## config.mk

```make
export PLATFORM = sky130hd
export DESIGN_NAME = exception_ctrl
export DESIGN_NICKNAME = d
export VERILOG_FILES = /design/src/rtl/exception_ctrl.sv
export SDC_FILE = /design/constraint.sdc
export NUM_CORES = 1
export LEC_CHECK = 0
export CAP_MARGIN = 25
export CORE_AREA = 4 4 152 154
export DETAILED_ROUTE_END_ITERATION = 8
export DIE_AREA = 0 0 156 158
export PLACE_DENSITY_LB_ADDON = 0.3
export SYNTH_ARGS = -nofsm -noshare
export SYNTH_HDL_FRONTEND = slang
export SYNTH_SLANG_ARGS = --single-unit
export TNS_END_PERCENT = 10
```

## constraint.sdc

```tcl
create_clock -name clk -period 7 [get_ports clk]
set_clock_uncertainty 0.2 [all_clocks]
set_input_delay 1.75 -clock clk [delete_from_list [all_inputs] [get_ports clk]]
set_output_delay 1.75 -clock clk [all_outputs]
set_load 0.03 [all_outputs]
```

## src/rtl/exception_ctrl.sv

```systemverilog
// Exception controller for the pipelined LEGv8 core: latches and masks requests, takes the
// highest-priority one, redirects fetch to its vector and holds return state until ERET.
module exception_ctrl #(
   parameter int             N          = 64,
   parameter int             NSRC       = 4,
   parameter logic [N-1:0]   VEC_BASE   = 'hD8,
   parameter logic [N-1:0]   VEC_STRIDE = 'h20
) (
   input  logic            clk,
   input  logic            reset,
   input  logic [NSRC-1:0] exc_req,
   input  logic [NSRC-1:0] exc_mask,
   input  logic [N-1:0]    imem_addr_F,
   input  logic [N-1:0]    NextPC_F,
   input  logic [N-1:0]    PCBranch_EX,
   input  logic            ERet,
   input  logic [1:0]      IM_readData,
   output logic            EProc,
   output logic            ExcAck,
   output logic            in_handler,
   output logic [N-1:0]    ExcVector,
   output logic [N-1:0]    PCBranch_EXP,
   output logic [N-1:0]    readData3_E
);
   localparam int CW = (NSRC > 1) ? $clog2(NSRC) : 1;

   typedef enum logic [1:0] {IDLE, REDIRECT, HANDLER} state_t;

   state_t          state_q;
   logic [NSRC-1:0] pending_q, pending_d;
   logic [NSRC-1:0] eligible;
   logic [NSRC-1:0] clearMask;
   logic [CW-1:0]   cause_q;
   logic [CW-1:0]   winner;
   logic [N-1:0]    elr_q, err_q, esr_q;

   // Fixed priority: scanning downward leaves the lowest eligible index as the winner.
   always_comb begin
      eligible = pending_q & ~exc_mask;
      winner   = '0;
      for (int i = NSRC - 1; i >= 0; i--) begin
         if (eligible[i]) winner = CW'(i);
      end
   end

   assign ExcVector  = VEC_BASE + N'(cause_q) * VEC_STRIDE;
   assign ExcAck     = (state_q == REDIRECT) && (imem_addr_F == ExcVector);
   assign EProc      = (state_q == REDIRECT);
   assign in_handler = (state_q == HANDLER);

   // A request arriving on the ack edge for the same source re-arms it, so OR-ing last wins.
   assign clearMask = ExcAck ? (NSRC'(1) << cause_q) : '0;
   assign pending_d = (pending_q & ~clearMask) | exc_req;

   always_ff @(posedge clk or posedge reset) begin
      if (reset) begin
         state_q   <= IDLE;
         pending_q <= '0;
         cause_q   <= '0;
         elr_q     <= '0;
         err_q     <= '0;
         esr_q     <= '0;
      end else begin
         pending_q <= pending_d;
         case (state_q)
            IDLE: begin
               if (|eligible) begin
                  elr_q   <= imem_addr_F;
                  err_q   <= NextPC_F;
                  esr_q   <= N'(winner);
                  cause_q <= winner;
                  state_q <= REDIRECT;
               end
            end
            REDIRECT: begin
               if (ExcAck) state_q <= HANDLER;
            end
            HANDLER: begin
               if (ERet) state_q <= IDLE;
            end
            default: state_q <= IDLE;
         endcase
      end
   end

   assign PCBranch_EXP = ((state_q == HANDLER) && ERet) ? err_q : PCBranch_EX;

   always_comb begin
      readData3_E = '0;
      case (IM_readData)
         2'd0:    readData3_E = err_q;
         2'd1:    readData3_E = elr_q;
         2'd2:    readData3_E = esr_q;
         default: readData3_E = N'(pending_q);
      endcase
   end

endmodule

```

; After elaboration in Yosys (flattened, before gate mapping)
; Index checks and enable logic that the tools add are counted.
[op_classes]
n_addsub = 1
eq_ne = 8
shifts = 1
n_mux = 11
n_bitwise = 5
n_reduce_logical = 7
[ops]
columns = cell, count
row1 = one-hot mux 64 bit (3 select lines), 1
row2 = equality test 64 x 9 -> 1 bit, 1
row3 = 2-to-1 mux 64 bit, 1
row4 = 2-to-1 mux 2 bit, 7
row5 = "adder 8 x 7 -> 9 bit, first input constant", 1
row6 = bitwise AND 4 bit, 2
row7 = NOT 4 bit, 2
row8 = one-hot mux 2 bit (3 select lines), 1
row9 = "equality test 2 x 1 -> 1 bit, second input constant", 2
row10 = "equality test 2 bit, second input constant", 2
row11 = zero test 2 bit, 2
row12 = 2-to-1 mux 4 bit, 1
row13 = "inequality test 2 bit, second input constant", 2
row14 = OR 4 bit, 1
row15 = OR reduction 4 bit, 1
row16 = "left shift 1 x 2 -> 4 bit, first input constant", 1
row17 = AND reduction 3 bit, 1
row18 = logical AND 1 bit, 2
row19 = "inequality test 2 x 1 -> 1 bit, second input constant", 1
row20 = AND reduction 2 bit, 1
[totals]
ff_bits = 136
input_bits = 205

; Longest topological paths before layout
; Gate-level depths: netlist of run 1.
[logic_depth]
depth_word = 7
mapped_depth = 8

; Worst setup path before layout of run 1
; Ideal clock, no wire load.
[synth_path]
path_kind = in2out
start = in IM_readData[0]
end = out readData3_E[10]
arrival_ns = 3.037
required_time_ns = 5.050
setup_slack_ns = 2.013
stages = 5
cell_sequence = clkbuf_1 > clkbuf_1 > buf_2 > mux2i_1 > nor2_1
[synth_via]
elab_chain_len = 2
word_cells_on_any_way = 4
classes_between = eq/ne: 2 / mux: 1 / reduce/logical: 1
[synth_rtl]
columns = element, line_no
row1 = from (decl), 17  ; input logic [1:0] IM_readData,
row2 = "equality test 2 bit, or another cell as far along", 90  ; case (IM_readData)
row3 = one-hot mux 64 bit (3 select lines) (*), 90
row4 = to (decl), 23  ; output logic [N-1:0] readData3_E
; Mark *: on every way between the ends. The rest lies on a longest branch, timed or not.

; Final worst setup path of run 1
[layout_path]
start = in imem_addr_F[51]
end = out ExcAck
[layout_via]
elab_chain_len = 2
[layout_rtl]
columns = element, line_no
row1 = from (decl), 13  ; input logic [N-1:0] imem_addr_F,
row2 = equality test 64 x 9 -> 1 bit, 47  ; assign ExcAck = (state_q == REDIRECT) && (imem_addr_F == ExcVector);
row3 = logical AND 1 bit, 47
row4 = to (decl), 19  ; output logic ExcAck,
; Every way passes these cells.

==> results of run 1 <==
==> state kept, by name, indices dropped and copies added (netlist names) <==
name and cells:
pending_q 4, elr_q 64, err_q 64, state_q 2, cause_q 2
==> final cells by class <==
cell class | count | area share
inverters | 4 | 0.00167
well taps | 280 | 0.0293
clock buffers | 19 | 0.0371
repair buffers | 347 | 0.293
clock inverters | 11 | 0.0205
flip-flops and latches | 136 | 0.285
multi-input cells | 435 | 0.333
==> metal layers <==
layer / up-vias / GRT usage / routed length (microns)
li1: 2705 / - / -
met1: 2824 / 0.232 / 9690
met2: 277 / 0.323 / 12100
met3: 27 / 0.0703 / 2340
met4: 0 / 0.0600 / 469
met5: - / 0 / 0
==> synth_stat cells <==
cell and n:
dfrtp_1 136, mux2_2 105, mux2_4 87, nor2_1 65, mux2i_1 62, buf_4 61, buf_2 14, nor4_1 13
clkbuf_1 11, buf_6 10, nand4_1 7, a21o_1 5, inv_1 4, nand2_1 4, nand3_1 3, nor2b_1 3
a31oi_1 2, and2b_1 2, and3_1 2, buf_1 2, conb_1 2, mux4_2 2, nor4b_1 2, o21ai_0 2
a211oi_1 1, a21bo_2 1, a311o_1 1, nand2b_1 1, nor3_1 1, nor4bb_1 1, o31ai_1 1, o32a_1 1
xnor2_1 1
==> cell families after synthesis <==
group / synth area share
buffers and inverters: 0.0895
flip-flops: 0.433
multiplexers: 0.401
other: 0.000955
AO/OA/AOI/OAI: 0.0134
AND/OR/NAND/NOR: 0.0615
XOR/XNOR: 0.00111
==> through the flow <==
step / cells / cell area (sq um) / hold WS, ns
2_1_floorplan: 673 / 8090 / 0.260
3_3_place_gp: 1202 / 11300 / 0.289
3_5_place_dp: 1202 / 11300 / 0.293
4_1_cts: 1232 / 12000 / 0.306
5_1_grt: 1232 / 12000 / 0.318
6_report: 1232 / 12000 / 0.305
==> power breakdown <==
group	internal [mW]	switching, mW	leakage, nW
clock	0.713	0.359	0.334
combinational	0.899	0.699	3.46
sequential	1.17	0.310	1.58
==> critical path: stages <==
cell             delay, ns
clkdlybuf4s50_1       0.44
nor4_1                0.60
nand4_1               0.32
nor3_1                0.54
and3_1                0.36
buf_12                0.15
==> worst max path at each step <==
stage / slack, ns / endpoint / cells after the start / startpoint
6_report: 0.89 / ExcAck / 6 / imem_addr_F[51]
5_1_grt: 0.76 / ExcAck / 6 / imem_addr_F[61]
4_1_cts: 0.76 / ExcAck / 6 / imem_addr_F[61]
3_5_place_dp: 0.77 / ExcAck / 6 / imem_addr_F[61]
3_3_place_gp: 0.77 / ExcAck / 6 / imem_addr_F[61]
2_1_floorplan: 1.41 / cause_q[0] / 1 / reset
==> summary.txt, run 1 <==
Outcome
  • Status: finished, final reports clean

Timing
  • Setup ws final: 0.893 ns
  • Final hold violations: 0
  • Final setup violation count: 0
  • Slew margin rel.: 0.315
  • RSZ-0062 raised after global routing: no
  • Pins Over Slew Limit: 0
  • Achievable frequency: 0.164 GHz
  • Fin Setup TNS: 0 ns
  • Period minus WS final: 6.11 ns
  • Worst Max-Slew Pin Slew: 1.03 ns
  • Final period utilization: 0.872

CTS
  • Post-CTS Resized: 0
  • CTS buffer count: 17
  • Post-CTS Setup Bufs: 0
  • Skew-Pair Late Insertion Delay: 0.42 ns
  • Clock sink total: 136
  • Clock root buffer: clkbuf_16
  • CTS clk-pin slew, worst paths: 0.06 ns
  • Hold Buf Count CTS: 0
  • Bufs on Longest Clock Path: 2
  • H-tree level count: 4
  • CTS tree: built

Finish
  • Area of the multi-input gates: 0.00399 sq mm
  • Area grow syn2layout: 51.9%
  • Sequential Area: 0.00340 sq mm
  • Final core occ: 0.551
  • Most common cell after layout, fill and taps aside: clkdlybuf4s50_1
  • Antenna diodes: 0
  • # fillers: 1869
  • Share of cells above drive strength 1: 0.250
  • Commonest non-fill, non-tap cells in the layout: 336 x clkdlybuf4s50_1, 136 x dfrtp_1, 105 x mux2_2
  • Nets: 1146

Worst setup path
  • FF-to-FF setup slack: 4.13 ns
  • Crit Path Max Fanout: 6
  • Critical path launch point type: input pin
  • Setup crit end kind: primary output
  • FF-to-FF Start: pending_q[0]
  • Critical R2R Capture: err_q[0]
  • Critical Path RT: 5.05 ns
  • R2r worst-path depth: 5
  • Crit Path Category: in2out
  • WP data arrival: 4.16 ns

Synthesis
  • Post-Syn Instances: 615
  • Synth top area cells: dfrtp_1 43%, mux2_4 17%, mux2_2 15%
  • Cell taking the most area after synthesis: dfrtp_1
  • Yosys cell types: 33
  • Ys Warns: 0
  • Post-Syn Area: 0.00787 sq mm
  • Avg Inst Size Synth: 12.8 sq um
  • Synthesized flop and latch total: 136
  • Sequential share of the synthesized area: 0.433
  • Yosys top cell area share: 0.433

Drt
  • Vias post-DR: 5833
  • DRC errors left: 0
  • Post-DRT Antenna Nets: 0
  • Aggregate routed wire length: 24500 microns
  • Pre-antenna DRT Iters: 4
  • Number of vias per cell: 4.73
  • Initial DRC Count: 195
  • Drt wl/cell: 19.9 microns

Power
  • Worst vdd ir: 0.000156 V
  • Leakage Power: 5.38 nW
  • Overall Power: 4.15 mW
  • P per Cell Area: 347 mW/mm^2

Die
  • Num rows: 54
  • Core Area: 0.0217 sq mm
  • Initial Util: 0.363
  • Die H: 158 microns
  • Die area: 0.0246 sq mm
  • Ports: 400
  • Die width: 156 microns

Worst hold path
  • Hold Crit Depth: 1
  • HP Class: reg2reg
  • Hold_sp: pending_q[2]
  • Hold Path End: pending_q[2]

Global route
  • Vias in the first global route: 6130
  • First-pass GRT wire length: 36200 microns
  • Largest net degree at the start of global routing: 84
  • GRT Resource Usage Total: 0.193
  • Initial antenna violation count: 0
  • GR Overflow Total: 0

Place
  • Final GP Congestion: 0.799
  • DP HPWL: 18600 microns
  • I/O Buffers: 339
  • Pre-CTS WS: 0.766 ns

Flow run
  • Max-cap viol count: 0
Power figures use the tool's default switching activity.
==> inputs of run 2 (changes only) <==
CORE_AREA = 2 2 155 157   (was 4 4 152 154)
DIE_AREA = 0 0 157 159   (was 0 0 156 158)
SLEW_MARGIN = 10   (was not set)
==> run 2 against run 1 <==
  * Utilization is 3.8 points lower
  * Critical path depth is 1 higher
  * Die area is 1.3% higher
  * Global-route usage is 0.30 points lower
  * Clock-buffer cell count stayed put
  * Non-clock buffer count is 1 higher
  * Wire length is 3.3% lower
  * Cell count is 3.4% higher
  * Design area is 0.35% lower
  * Sequential share of layout area is 0.099 points higher
  * Worst setup slack worse by 0.15 ns
  * Critical path type unchanged
  * Highest routed layer unchanged
==> summary.txt, run 2 (synthesis results as in run 1) <==
Global route
  • GRT Resource Usage Total: 0.190 (was 0.193)
  • Vias in the first global route: 6134 (was 6130)
  • First-pass GRT wire length: 36300 microns (was 36200 microns)
  • Largest net degree at the start of global routing: 95 (was 84)
  • Initial antenna violation count: 0 (unchanged)
  • Global routing met2 resource utilization: 0.329 (was 0.323)
  • GR Layer Usage met1: 0.231 (was 0.232)
  • GR Overflow Total: 0 (unchanged)
  • Met3 GRT Util: 0.0621 (was 0.0703)
  • GRT Max-Usage Layer: met2 (unchanged)

Place
  • I/O Buffers: 339 (unchanged)
  • Pre-CTS WS: 0.678 ns (was 0.766 ns)
  • DP HPWL: 17900 microns (was 18600 microns)
  • Final GP Congestion: 0.738 (was 0.799)

Worst hold path
  • HP Class: reg2reg (unchanged)
  • Hold_sp: pending_q[0] (was pending_q[2])
  • Hold Crit Depth: 1 (unchanged)
  • Hold Path End: pending_q[0] (was pending_q[2])

Timing
  • Final setup violation count: 0 (unchanged)
  • Period minus WS final: 6.26 ns (was 6.11 ns)
  • Setup ws final: 0.745 ns (was 0.893 ns)
  • Achievable frequency: 0.160 GHz (was 0.164 GHz)
  • Final hold violations: 0 (unchanged)
  • Fin Setup TNS: 0 ns (unchanged)
  • Worst Max-Slew Pin Slew: 0.878 ns (was 1.03 ns)
  • Slew margin rel.: 0.414 (was 0.315)
  • Pins Over Slew Limit: 0 (unchanged)
  • RSZ-0062 raised after global routing: no (unchanged)
  • Final period utilization: 0.894 (was 0.872)

CTS
  • Post-CTS Resized: 0 (unchanged)
  • CTS buffer count: 17 (unchanged)
  • Clock root buffer: clkbuf_16 (unchanged)
  • Bufs on Longest Clock Path: 2 (unchanged)
  • Clock sink total: 136 (unchanged)
  • Skew-Pair Late Insertion Delay: 0.41 ns (was 0.42 ns)
  • Post-CTS Setup Bufs: 0 (unchanged)
  • CTS clk-pin slew, worst paths: 0.06 ns (about the same)
  • Hold Buf Count CTS: 0 (unchanged)
  • CTS tree: built (unchanged)
  • H-tree level count: 4 (unchanged)

Finish
  • Share of cells above drive strength 1: 0.251 (was 0.250)
  • Nets: 1147 (was 1146)
  • Commonest non-fill, non-tap cells in the layout: 337 x clkdlybuf4s50_1, 136 x dfrtp_1, 105 x mux2_2 (was 336 x clkdlybuf4s50_1, 136 x dfrtp_1, 105 x mux2_2)
  • Antenna diodes: 0 (unchanged)
  • Top Registers: elr_q (64), err_q (64), pending_q (4) (unchanged)
  • Sequential Area: 0.00340 sq mm (unchanged)
  • Area grow syn2layout: 51.4% (was 51.9%)
  • # fillers: 2085 (was 1869)
  • Most common cell after layout, fill and taps aside: clkdlybuf4s50_1 (unchanged)
  • Final core occ: 0.514 (was 0.551)
  • Area of the multi-input gates: 0.00399 sq mm (unchanged)

Drt
  • Aggregate routed wire length: 23700 microns (was 24500 microns)
  • Pre-antenna DRT Iters: 4 (unchanged)
  • DRC errors left: 0 (unchanged)
  • Drt wl/cell: 18.6 microns (was 19.9 microns)
  • Number of vias per cell: 4.55 (was 4.73)
  • Initial DRC Count: 184 (was 195)
  • Vias post-DR: 5792 (was 5833)
  • Post-DRT Antenna Nets: 0 (unchanged)

Worst setup path
  • Crit Path Category: in2out (unchanged)
  • FF-to-FF Start: pending_q[1] (was pending_q[0])
  • R2r worst-path depth: 5 (unchanged)
  • WP data arrival: 4.31 ns (was 4.16 ns)
  • Worst path max stage delay: 0.72 ns (was 0.60 ns)
  • Setup crit end kind: primary output (unchanged)
  • CP Buf/Inv Count: 3 (was 2)
  • Critical path launch point type: input pin (unchanged)
  • Critical Path RT: 5.05 ns (about the same)
  • Worst-path cell chain: clkdlybuf4s50_1, nor4_1, nand4_1, nor3_1, buf_4, and3_1, clkdlybuf4s50_1 (was clkdlybuf4s50_1, nor4_1, nand4_1, nor3_1, and3_1, buf_12)
  • CP delay by family, top: buffers and inverters (was simple AND/OR/NAND/NOR gates)
  • FF-to-FF setup slack: 4.43 ns (was 4.13 ns)
  • Crit Path Max Fanout: 6 (unchanged)
  • Critical R2R Capture: elr_q[63] (was err_q[0])
  • CP max stage cell: clkdlybuf4s50_1 (was nor4_1)
  • Top cell by count, worst path: clkdlybuf4s50_1

Die
  • Num rows: 56 (was 54)
  • Initial Util: 0.339 (was 0.363)
  • Die area: 0.0250 sq mm (was 0.0246 sq mm)
  • Ports: 400 (unchanged)
  • Die H: 159 microns (was 158 microns)
  • Die width: 157 microns (was 156 microns)
  • Core Area: 0.0232 sq mm (was 0.0217 sq mm)

Flow run
  • Max-cap viol count: 0 (unchanged)

Power
  • Worst vdd ir: 0.000129 V (was 0.000156 V)
  • P per Cell Area: 336 mW/mm^2 (was 347 mW/mm^2)
  • Leakage Power: 5.33 nW (was 5.38 nW)

Outcome
  • Status: finished, final reports clean (unchanged)
## run 2: worst max path at each step
| stage | startpoint | endpoint | slack, ns | cells past startpoint |
|---|---|---|---|---|
| after floorplan | reset | cause_q[0] | 1.41 | 1 |
| after global placement | imem_addr_F[58] | ExcAck | 0.68 | 7 |
| after detailed placement | imem_addr_F[58] | ExcAck | 0.68 | 7 |
| after CTS | imem_addr_F[58] | ExcAck | 0.66 | 7 |
| after global routing | imem_addr_F[58] | ExcAck | 0.62 | 7 |
| final | imem_addr_F[10] | ExcAck | 0.74 | 7 |
## run 2: per-layer routing
metal	share of wire	up-vias
met1	0.41	2825
met3	0.086	8
met2	0.50	252
met5	0	-
met4	0.0047	0
li1	-	2707
## run 2: cell type report
cell class,count,area share
Clock buffer,19,0.0372
Sequential cell,136,0.286
Inverter,4,0.00168
Multi-Input combinational cell,435,0.335
Clock inverter,13,0.0143
Tap cell,319,0.0335
Timing Repair Buffer,348,0.293
## run 2: power breakdown
| group | switching (mW) | internal (mW) |
|---|---|---|
| logic | 0.689 | 0.897 |
| registers | 0.307 | 1.17 |
| clock network | 0.361 | 0.574 |
| total | 1.36 | 2.64 |
## run 2: stage by stage
stage / area, sq um / hold WS [ns] / power (mW) / cells
global route: 11900 / 0.330 / 4.23 / 1274
global placement: 11300 / 0.287 / 3.06 / 1242
detailed placement: 11300 / 0.294 / 3.09 / 1242
CTS: 11900 / 0.307 / 4.05 / 1274
finish: 11900 / 0.301 / 4.00 / 1274
floorplan: 8090 / 0.260 / 2.49 / 673
